===== src/rtl/fma_arb_pkg.sv =====
// fma_arb_pkg: shared slot record, owner encoding and response-ready helper for the FMA issue arbiter
package fma_arb_pkg;

    localparam int TAG_MAX = 8;
    localparam logic OWN0 = 1'b0;
    localparam logic OWN1 = 1'b1;

    typedef struct packed {
        logic               valid;
        logic               owner;
        logic [TAG_MAX-1:0] tag;
    } slot_t;

    function automatic logic rsp_ready(input logic owner, input logic r0, input logic r1);
        return (owner == OWN1) ? r1 : r0;
    endfunction

endpackage


===== src/rtl/fma_arb_if.sv =====
// fma_arb_if: requester, FMA control and response signals of the FMA issue arbiter
interface fma_arb_if #(
    parameter int LAT  = 4,
    parameter int TAGW = 5
);
    logic                       Req0Valid, Req1Valid;
    logic [TAGW-1:0]            Req0Tag, Req1Tag;
    logic                       Req0Ready, Req1Ready;
    logic                       FmaIssue, FmaSel, FmaStall;
    logic                       Rsp0Valid, Rsp1Valid;
    logic                       Rsp0Ready, Rsp1Ready;
    logic [TAGW-1:0]            RspTag;
    logic                       Flush0;
    logic [$clog2(LAT+1)-1:0]   InFlight;

    modport slave (
        input  Req0Valid, Req1Valid, Req0Tag, Req1Tag, Rsp0Ready, Rsp1Ready, Flush0,
        output Req0Ready, Req1Ready, FmaIssue, FmaSel, FmaStall, Rsp0Valid, Rsp1Valid, RspTag, InFlight
    );

    modport master (
        output Req0Valid, Req1Valid, Req0Tag, Req1Tag, Rsp0Ready, Rsp1Ready, Flush0,
        input  Req0Ready, Req1Ready, FmaIssue, FmaSel, FmaStall, Rsp0Valid, Rsp1Valid, RspTag, InFlight
    );

endinterface


===== src/rtl/fma_rrarb.sv =====
// fma_rrarb: two-input round-robin arbiter; pointer remembers the last requester actually issued
module fma_rrarb
    import fma_arb_pkg::*;
(
    input  logic       clk,
    input  logic       reset,
    input  logic [1:0] req,
    input  logic       adv,
    output logic       gnt,
    output logic       owner
);
    logic last;

    always_comb begin
        gnt   = |req;
        owner = (&req) ? ~last : req[1];
    end

    // starting as if requester 1 went last lets requester 0 win the first conflict
    always_ff @(posedge clk or posedge reset) begin
        if (reset) last <= OWN1;
        else if (adv) last <= owner;
    end

endmodule


===== src/rtl/fma_arb.sv =====
// fma_arb: round-robin issue into a LAT-deep FMA pipeline with per-slot owner/tag tracking,
// backpressure stall from the final slot and requester-0 flush
module fma_arb
    import fma_arb_pkg::*;
#(
    parameter int LAT  = 4,
    parameter int TAGW = 5
) (
    input logic      clk,
    input logic      reset,
    fma_arb_if.slave bus
);
    localparam int CW = $clog2(LAT + 1);

    slot_t         slots [LAT];
    slot_t         nxt   [LAT];
    logic          gnt, own, live, stall, issue;
    logic [CW-1:0] cnt;

    fma_rrarb u_rr (
        .clk   (clk),
        .reset (reset),
        .req   ({bus.Req1Valid, bus.Req0Valid & ~bus.Flush0}),
        .adv   (issue),
        .gnt   (gnt),
        .owner (own)
    );

    always_comb begin
        // a flushed owner-0 final slot no longer counts, so it cannot stall
        live   = slots[LAT-1].valid & ~(bus.Flush0 & (slots[LAT-1].owner == OWN0));
        stall  = live & ~rsp_ready(slots[LAT-1].owner, bus.Rsp0Ready, bus.Rsp1Ready);
        issue  = gnt & ~stall & ~reset;
        nxt[0] = stall ? slots[0] : slot_t'{issue, own, TAG_MAX'(own ? bus.Req1Tag : bus.Req0Tag)};
        for (int i = 1; i < LAT; i++) nxt[i] = stall ? slots[i] : slots[i-1];
        cnt = '0;
        for (int i = 0; i < LAT; i++) begin
            if (bus.Flush0 && nxt[i].owner == OWN0) nxt[i].valid = 1'b0;
            cnt = cnt + CW'(slots[i].valid);
        end
    end

    always_ff @(posedge clk or posedge reset) begin
        if (reset) for (int i = 0; i < LAT; i++) slots[i] <= '0;
        else slots <= nxt;
    end

    assign bus.Req0Ready = issue & (own == OWN0);
    assign bus.Req1Ready = issue & (own == OWN1);
    assign bus.FmaIssue  = issue;
    assign bus.FmaSel    = own;
    assign bus.FmaStall  = stall;
    assign bus.Rsp0Valid = live & (slots[LAT-1].owner == OWN0);
    assign bus.Rsp1Valid = live & (slots[LAT-1].owner == OWN1);
    assign bus.RspTag    = slots[LAT-1].tag[TAGW-1:0];
    assign bus.InFlight  = cnt;

endmodule


===== src/flat_wrapper.sv =====
// flat-port wrapper written by rule: the top's interface ports become plain ports
module fma_arb_flat import fma_arb_pkg::*;
#(
    parameter int LAT  = 4,
    parameter int TAGW = 5
)
  (clk, reset, bus_Req0Valid, bus_Req1Valid, bus_Req0Tag, bus_Req1Tag, bus_Rsp0Ready, bus_Rsp1Ready, bus_Flush0, bus_Req0Ready, bus_Req1Ready, bus_FmaIssue, bus_FmaSel, bus_FmaStall, bus_Rsp0Valid, bus_Rsp1Valid, bus_RspTag, bus_InFlight);
  fma_arb_if #(.LAT(LAT), .TAGW(TAGW)) bus_i ();
  input logic clk;
  input logic reset;
  input wire logic [$bits(bus_i.Req0Valid)-1:0] bus_Req0Valid;
  input wire logic [$bits(bus_i.Req1Valid)-1:0] bus_Req1Valid;
  input wire logic [$bits(bus_i.Req0Tag)-1:0] bus_Req0Tag;
  input wire logic [$bits(bus_i.Req1Tag)-1:0] bus_Req1Tag;
  input wire logic [$bits(bus_i.Rsp0Ready)-1:0] bus_Rsp0Ready;
  input wire logic [$bits(bus_i.Rsp1Ready)-1:0] bus_Rsp1Ready;
  input wire logic [$bits(bus_i.Flush0)-1:0] bus_Flush0;
  output wire logic [$bits(bus_i.Req0Ready)-1:0] bus_Req0Ready;
  output wire logic [$bits(bus_i.Req1Ready)-1:0] bus_Req1Ready;
  output wire logic [$bits(bus_i.FmaIssue)-1:0] bus_FmaIssue;
  output wire logic [$bits(bus_i.FmaSel)-1:0] bus_FmaSel;
  output wire logic [$bits(bus_i.FmaStall)-1:0] bus_FmaStall;
  output wire logic [$bits(bus_i.Rsp0Valid)-1:0] bus_Rsp0Valid;
  output wire logic [$bits(bus_i.Rsp1Valid)-1:0] bus_Rsp1Valid;
  output wire logic [$bits(bus_i.RspTag)-1:0] bus_RspTag;
  output wire logic [$bits(bus_i.InFlight)-1:0] bus_InFlight;
  assign bus_i.Req0Valid = bus_Req0Valid;
  assign bus_i.Req1Valid = bus_Req1Valid;
  assign bus_i.Req0Tag = bus_Req0Tag;
  assign bus_i.Req1Tag = bus_Req1Tag;
  assign bus_i.Rsp0Ready = bus_Rsp0Ready;
  assign bus_i.Rsp1Ready = bus_Rsp1Ready;
  assign bus_i.Flush0 = bus_Flush0;
  assign bus_Req0Ready = bus_i.Req0Ready;
  assign bus_Req1Ready = bus_i.Req1Ready;
  assign bus_FmaIssue = bus_i.FmaIssue;
  assign bus_FmaSel = bus_i.FmaSel;
  assign bus_FmaStall = bus_i.FmaStall;
  assign bus_Rsp0Valid = bus_i.Rsp0Valid;
  assign bus_Rsp1Valid = bus_i.Rsp1Valid;
  assign bus_RspTag = bus_i.RspTag;
  assign bus_InFlight = bus_i.InFlight;
  fma_arb #(.LAT(LAT), .TAGW(TAGW)) u_core (.clk(clk), .reset(reset), .bus(bus_i));
endmodule

===== config.mk =====
export PLATFORM = sky130hd
export DESIGN_NAME = fma_arb_flat
export DESIGN_NICKNAME = d
export VERILOG_FILES = /design/src/rtl/fma_arb_pkg.sv /design/src/rtl/fma_arb_if.sv /design/src/rtl/fma_rrarb.sv /design/src/rtl/fma_arb.sv /design/src/flat_wrapper.sv
export SDC_FILE = /design/constraint.sdc
export NUM_CORES = 1
export LEC_CHECK = 0
export BUFFER_PORTS_ARGS = -buffer_cell sky130_fd_sc_hd__buf_2
export CORE_UTILIZATION = 32
export CTS_CLUSTER_SIZE = 28
export DETAILED_ROUTE_END_ITERATION = 8
export PLACE_DENSITY = 0.53
export SLEW_MARGIN = 20
export SYNTH_ARGS = -nofsm -noshare
export SYNTH_HDL_FRONTEND = slang
export SYNTH_SLANG_ARGS = --single-unit

===== constraint.sdc =====
create_clock -name clk -period 4.4 [get_ports clk]
set_input_delay 0.44 -clock clk [delete_from_list [all_inputs] [get_ports clk]]
set_output_delay 0.44 -clock clk [all_outputs]
set_load 0.01 [all_outputs]

# Yosys cells after proc, flatten, opt, wreduce, memory -nomap -nowiden

Index checks and enable logic that the tools add are counted.

Register bits: 41
Word-level logic and storage cells: 59
Output and inout port bits: 15
Input bits: 17

$add $sub $neg: 3
Eq/ne operators: 4
Bitwise operators: 22
Muxes and demuxes: 11
Reductions and logical operators: 6

Operators with widths:

| operator                                                         | number |
|---|---|
| 10-bit 2-to-1 mux                                                | 4 |
| 1-bit NOT                                                        | 12 |
| 1-bit bitwise AND                                                | 10 |
| 2-bit by 1-bit != test with 1-bit output (second input constant) | 4 |
| 3-bit by 1-bit adder with 3-bit output                           | 2 |
| 1-bit 2-to-1 mux                                                 | 6 |
| 5-bit 2-to-1 mux                                                 | 1 |
| 1-bit logical AND                                                | 4 |
| 1-bit by 1-bit adder with 2-bit output                           | 1 |
| 2-bit AND reduction                                              | 1 |
| 2-bit OR reduction                                               | 1 |

# Longest topological paths before layout

Depth after elaboration: 12
Gate-level depth with buffers: 6
Depth with buffers taken out: 4

# Cells and area by module

A second synthesis with hierarchy kept.

Cell total of the unflattened synthesis: 136
Area total of the unflattened synthesis: 1363.8 um^2

Modules (own cells, without submodules):

| module    | area an instance (um^2) | cells each | instances | sequential area each (um^2) |
|---|---|---|---|---|
| fma_arb   | 1301.2                  | 131        | 1         | 700.7 |
| fma_rrarb | 62.6                    | 5          | 1         | 26.3 |

# Least setup slack after synthesis

OpenSTA, ideal clock, no wires.

Path kind: input to output
From: in reset
To: out bus_Req0Ready
Arrival: 1.595 ns
Path slack: 2.365 ns
Stages: 3
Data required time: 3.960 ns
Path buffers: 0
Path through: inv_1 o2111ai_2 nor2_1

Cells in the longest elaborated chain, start to end: 3

RTL lines:

| what              | line               | text |
|---|---|---|
| from (decl)       | flat_wrapper.sv:10 | `input logic reset;` |
| 1-bit NOT         | fma_arb.sv:33      | `issue = gnt & ~stall & ~reset;` |
| 1-bit bitwise AND | fma_arb.sv:33      |  |
| 1-bit bitwise AND | fma_arb.sv:48      | `assign bus.Req0Ready = issue & (own == OWN0);` |
| to (decl)         | flat_wrapper.sv:18 | `output wire logic [$bits(bus_i.Req0Ready)-1:0] bus_Req0Ready;` |

No other way between the ends.

# Worst setup path in the final report

From: reg u_core.slots[8] (netlist bit)
To: out bus_FmaIssue

Cells in the longest elaborated chain, start to end: 8
Elaborated cells on any way between the ends: 10
Those cells by class: 1 x mux; 9 x bitwise

RTL lines:

| what                             | line               | text |
|---|---|---|
| from (decl)                      | fma_arb.sv:15      | `slot_t slots [LAT];` |
| from (signal assigned)           | fma_arb.sv:45      | `else slots <= nxt;` |
| 1-bit NOT                        | fma_arb.sv:31      | `live = slots[LAT-1].valid & ~(bus.Flush0 & (slots[LAT-1].owner == OWN0));` |
| 1-bit bitwise AND                | fma_arb.sv:31      |  |
| 1-bit NOT                        | fma_arb.sv:31      |  |
| 1-bit bitwise AND                | fma_arb.sv:31      |  |
| 1-bit bitwise AND *              | fma_arb.sv:32      | `stall = live & ~rsp_ready(slots[LAT-1].owner, bus.Rsp0Ready, bus.Rsp1Ready);` |
| 1-bit NOT *                      | fma_arb.sv:33      |  |
| 1-bit bitwise AND * (2 in a row) | fma_arb.sv:33      |  |
| to (decl)                        | flat_wrapper.sv:20 | `output wire logic [$bits(bus_i.FmaIssue)-1:0] bus_FmaIssue;` |

Every way passes the cells marked *; elsewhere a longest branch is shown, timed or not.

==> impl_metrics.py <==
metrics = {
    "grt": {
        "grt_pass1_vias": 1015,
        "antenna_found_initial": 0,
        "grt_max_degree": 32,
        "track_usage": 0.131,
        "grt_pass1_wl_mm": 4.91,
        "gr-total-overflow": 0,
    },
    "timing": {
        "slew_headroom": 0.674,
        "worst_pin_slew_ns": 0.487,
        "rsz0062_at_grt": "no",
        "setup_slack_ns": 2.07,
        "finalHoldViolCount": 0,
        "setup_viol": 0,
        "finalSetupTns_ns": 0,
        "clock_skew_ns": 0.00600,
        "slew_viol_final": 0,
        "fin_crit_ns": 2.33,
        "hold-worst-slack_ns": 0.239,
        "fin_crit_sh": 0.529,
        "max_freq_ghz": 0.429,
    },
    "floorplan": {
        "rows": 24,
        "core_sq_um": 4350,
        "dieArea_sq_um": 4790,
        "die_height_microns": 69.2,
        "io-pin-count": 32,
        "initial_core_util": 0.332,
        "die_w_microns": 69.2,
    },
    "outcome": {
        "status": "complete, no violations",
    },
    "logic_synthesis": {
        "synth-edff-count": 0,
        "synthFlopType": "dfrtp_1",
        "synth_cells": 115,
        "synth_seq_cells": 29,
        "synth_warnings": 0,
        "synth_area_leaders": "dfrtp_1 (48%), mux2_2 (8.6%), mux2_4 (6.2%)",
        "syn-num-nets": 135,
        "synth_top_area_frac": 0.484,
        "synth_area_per_cell_sq_um": 12.6,
        "ys_types": 34,
        "synth_seq_area_share": 0.503,
        "synthesis.area_sq_um": 1450,
        "synth_async_sr_flop_share": 1.00,
        "synth_largest_area_cell": "dfrtp_1",
    },
    "final_layout": {
        "area_growth_pct": 16.3,
        "fill_cells": 410,
        "antenna_cells": 0,
        "drive_above_1_share": 0.421,
        "nets": 164,
        "multiInputGateArea_sq_um": 614,
        "register_area_sq_um": 727,
        "layout.cells.non_filler": 197,
    },
    "run": {
        "cap_violations": 0,
    },
    "clock_tree": {
        "cts_tree": "yes",
        "postCtsSetupBuffers": 0,
        "cts.path.max_buffers": 2,
        "cts-root-buf": "clkbuf_8",
        "numCtsBuffers": 5,
        "cts.sinks": 29,
        "ctsHoldBuffers": 0,
        "path_clk_slew_ns": 0.06,
        "htree_levels": 2,
        "clk_latency_ns": 0.28,
        "ctsResizeCount": 0,
    },
    "hold_path": {
        "hold_class": "input pin to asynchronous set/reset pin",
    },
    "pwr": {
        "power.leakage_nw": 0.797,
        "peakVddDrop_v": 0.000192,
        "pwr_density_cell_nw_per_um2": 586,
    },
    "placement": {
        "dp_hpwl_mm": 1.97,
        "routabilityCongestion": 0.736,
        "io_buffers": 31,
        "place_inst": 189,
        "place_ws_ns": 2.25,
    },
    "routing": {
        "post_drt_wl_per_cell_microns": 14.5,
        "drt_iter0_markers": 28,
        "routed_wl_mm": 2.86,
        "routed_via_density": 5.03,
        "postRouteAntennaNets": 0,
        "vias": 991,
        "first_pass_iters": 4,
        "drcViolationCount": 0,
    },
    "setup_path": {
        "critPathMaxFanout": 10,
        "endpoint_kind": "output port",
        "worstSetupPathType": "flip-flop to output port",
        "arrival_ns": 1.89,
        "worstPathRequired_ns": 3.96,
        "worstSetupStartpointType": "flip-flop",
    },
}
## power breakdown
group	total [mW]	internal (mW)	leakage, nW	switching (mW)
sequential	0.452	0.377	0.349	0.0758
clock	0.209	0.109	0.0450	0.0998
combinational	0.324	0.178	0.403	0.146
## cells in the mapped netlist, types with 2 or more instances
master and count:
inv_1 5, buf_4 5, o21ai_0 8, mux2_4 6
ha_1 2, a31oi_1 5, nor3_1 6, buf_2 2
a21oi_1 6, nand2b_1 2, mux2_2 11, nand3b_1 6
dfrtp_1 28, and3b_1 2, clkbuf_1 2
## stage by stage
stage | utilization | total power [mW] | cell area [sq um]
3_3_place_gp | 0.367 | 0.774 | 1600
6_report | 0.386 | 0.986 | 1680
2_1_floorplan | - | 0.725 | 1450
4_1_cts | 0.386 | 1.00 | 1680
5_1_grt | 0.386 | 1.06 | 1680
3_5_place_dp | 0.367 | 0.785 | 1600
## state kept, by name (all words and copies together), names as in the netlist
name	count
u_core.slots	23
u_core.bus.RspTag	5
u_core.u_rr.last	1
## worst max-delay path: stages, from the launching register on
cell and delay [ns]:
dfrtp_1 0.44, or4b_1 0.74, o2111ai_2 0.22, inv_1 0.07
buf_2 0.14
## cell families after synthesis
logic type / after synthesis / synth area share
adders and majority gates: 3 / 0.0311
muxes: 17 / 0.148
and+or+nand+nor: 24 / 0.130
DFF: 29 / 0.503
buffers and inverters: 16 / 0.0727
AOI/OAI and AO/OA: 26 / 0.116
## final timing paths
kind / startpoint / endpoint / slack (ns) / cells after the start
worst min register to register: u_core.bus.RspTag[3] / u_core.bus.RspTag[3] / 0.50 / 1
max in group asynchronous: reset / u_core.u_rr.last / 3.85 / 3
worst max-delay path: u_core.slots[8] / bus_FmaIssue / 2.07 / 4
worst max register to register: u_core.slots[8] / u_core.slots[18] / 2.67 / 4
worst min-delay path: reset / u_core.slots[24] / 0.24 / 3
min in group clk: bus_Req0Tag[0] / u_core.slots[30] / 0.44 / 3
## layer usage
layer / routed length, microns / track usage / up-vias
met5: 0 / 0 / -
met4: 48 / 0.0680 / 0
met3: 160 / 0.0610 / 6
met2: 1360 / 0.197 / 25
met1: 1290 / 0.156 / 488
li1: - / - / 472
## placed cells by master, fill, tap and decap left out, drive strengths merged
cell type | netlist | routed
a32o | 1 | 1
and2 | 1 | 1
nand3 | 1 | 1
a32oi | 1 | 1
clkbuf | 2 | 6
a31oi | 5 | 5
o32a | 1 | 1
nand3b | 6 | 6
a21o | 1 | 1
or4b | 1 | 1
nor2b | 1 | 1
nor4b | 1 | 1
nor2 | 2 | 2
ha | 2 | 2
inv | 6 | 6
a211oi | 1 | 1
fa | 1 | 1
nor3 | 6 | 6
o2111ai | 1 | 1
mux2 | 17 | 17
a21oi | 6 | 6
buf | 8 | 32
clkinv | 0 | 2
nand2b | 2 | 2
dfstp | 1 | 1
and3b | 2 | 2
nor3b | 1 | 1
o21ai | 8 | 8
a22oi | 1 | 1
dfrtp | 28 | 28
## layout make-up
class	count	area share
clock inverters	2	0.00595
flip-flops and latches	29	0.432
well taps	52	0.0387
inverters	6	0.0179
repair buffers	32	0.0967
multi-input cells	70	0.365
clock buffers	6	0.0432
Power figures use the tool's default switching activity.
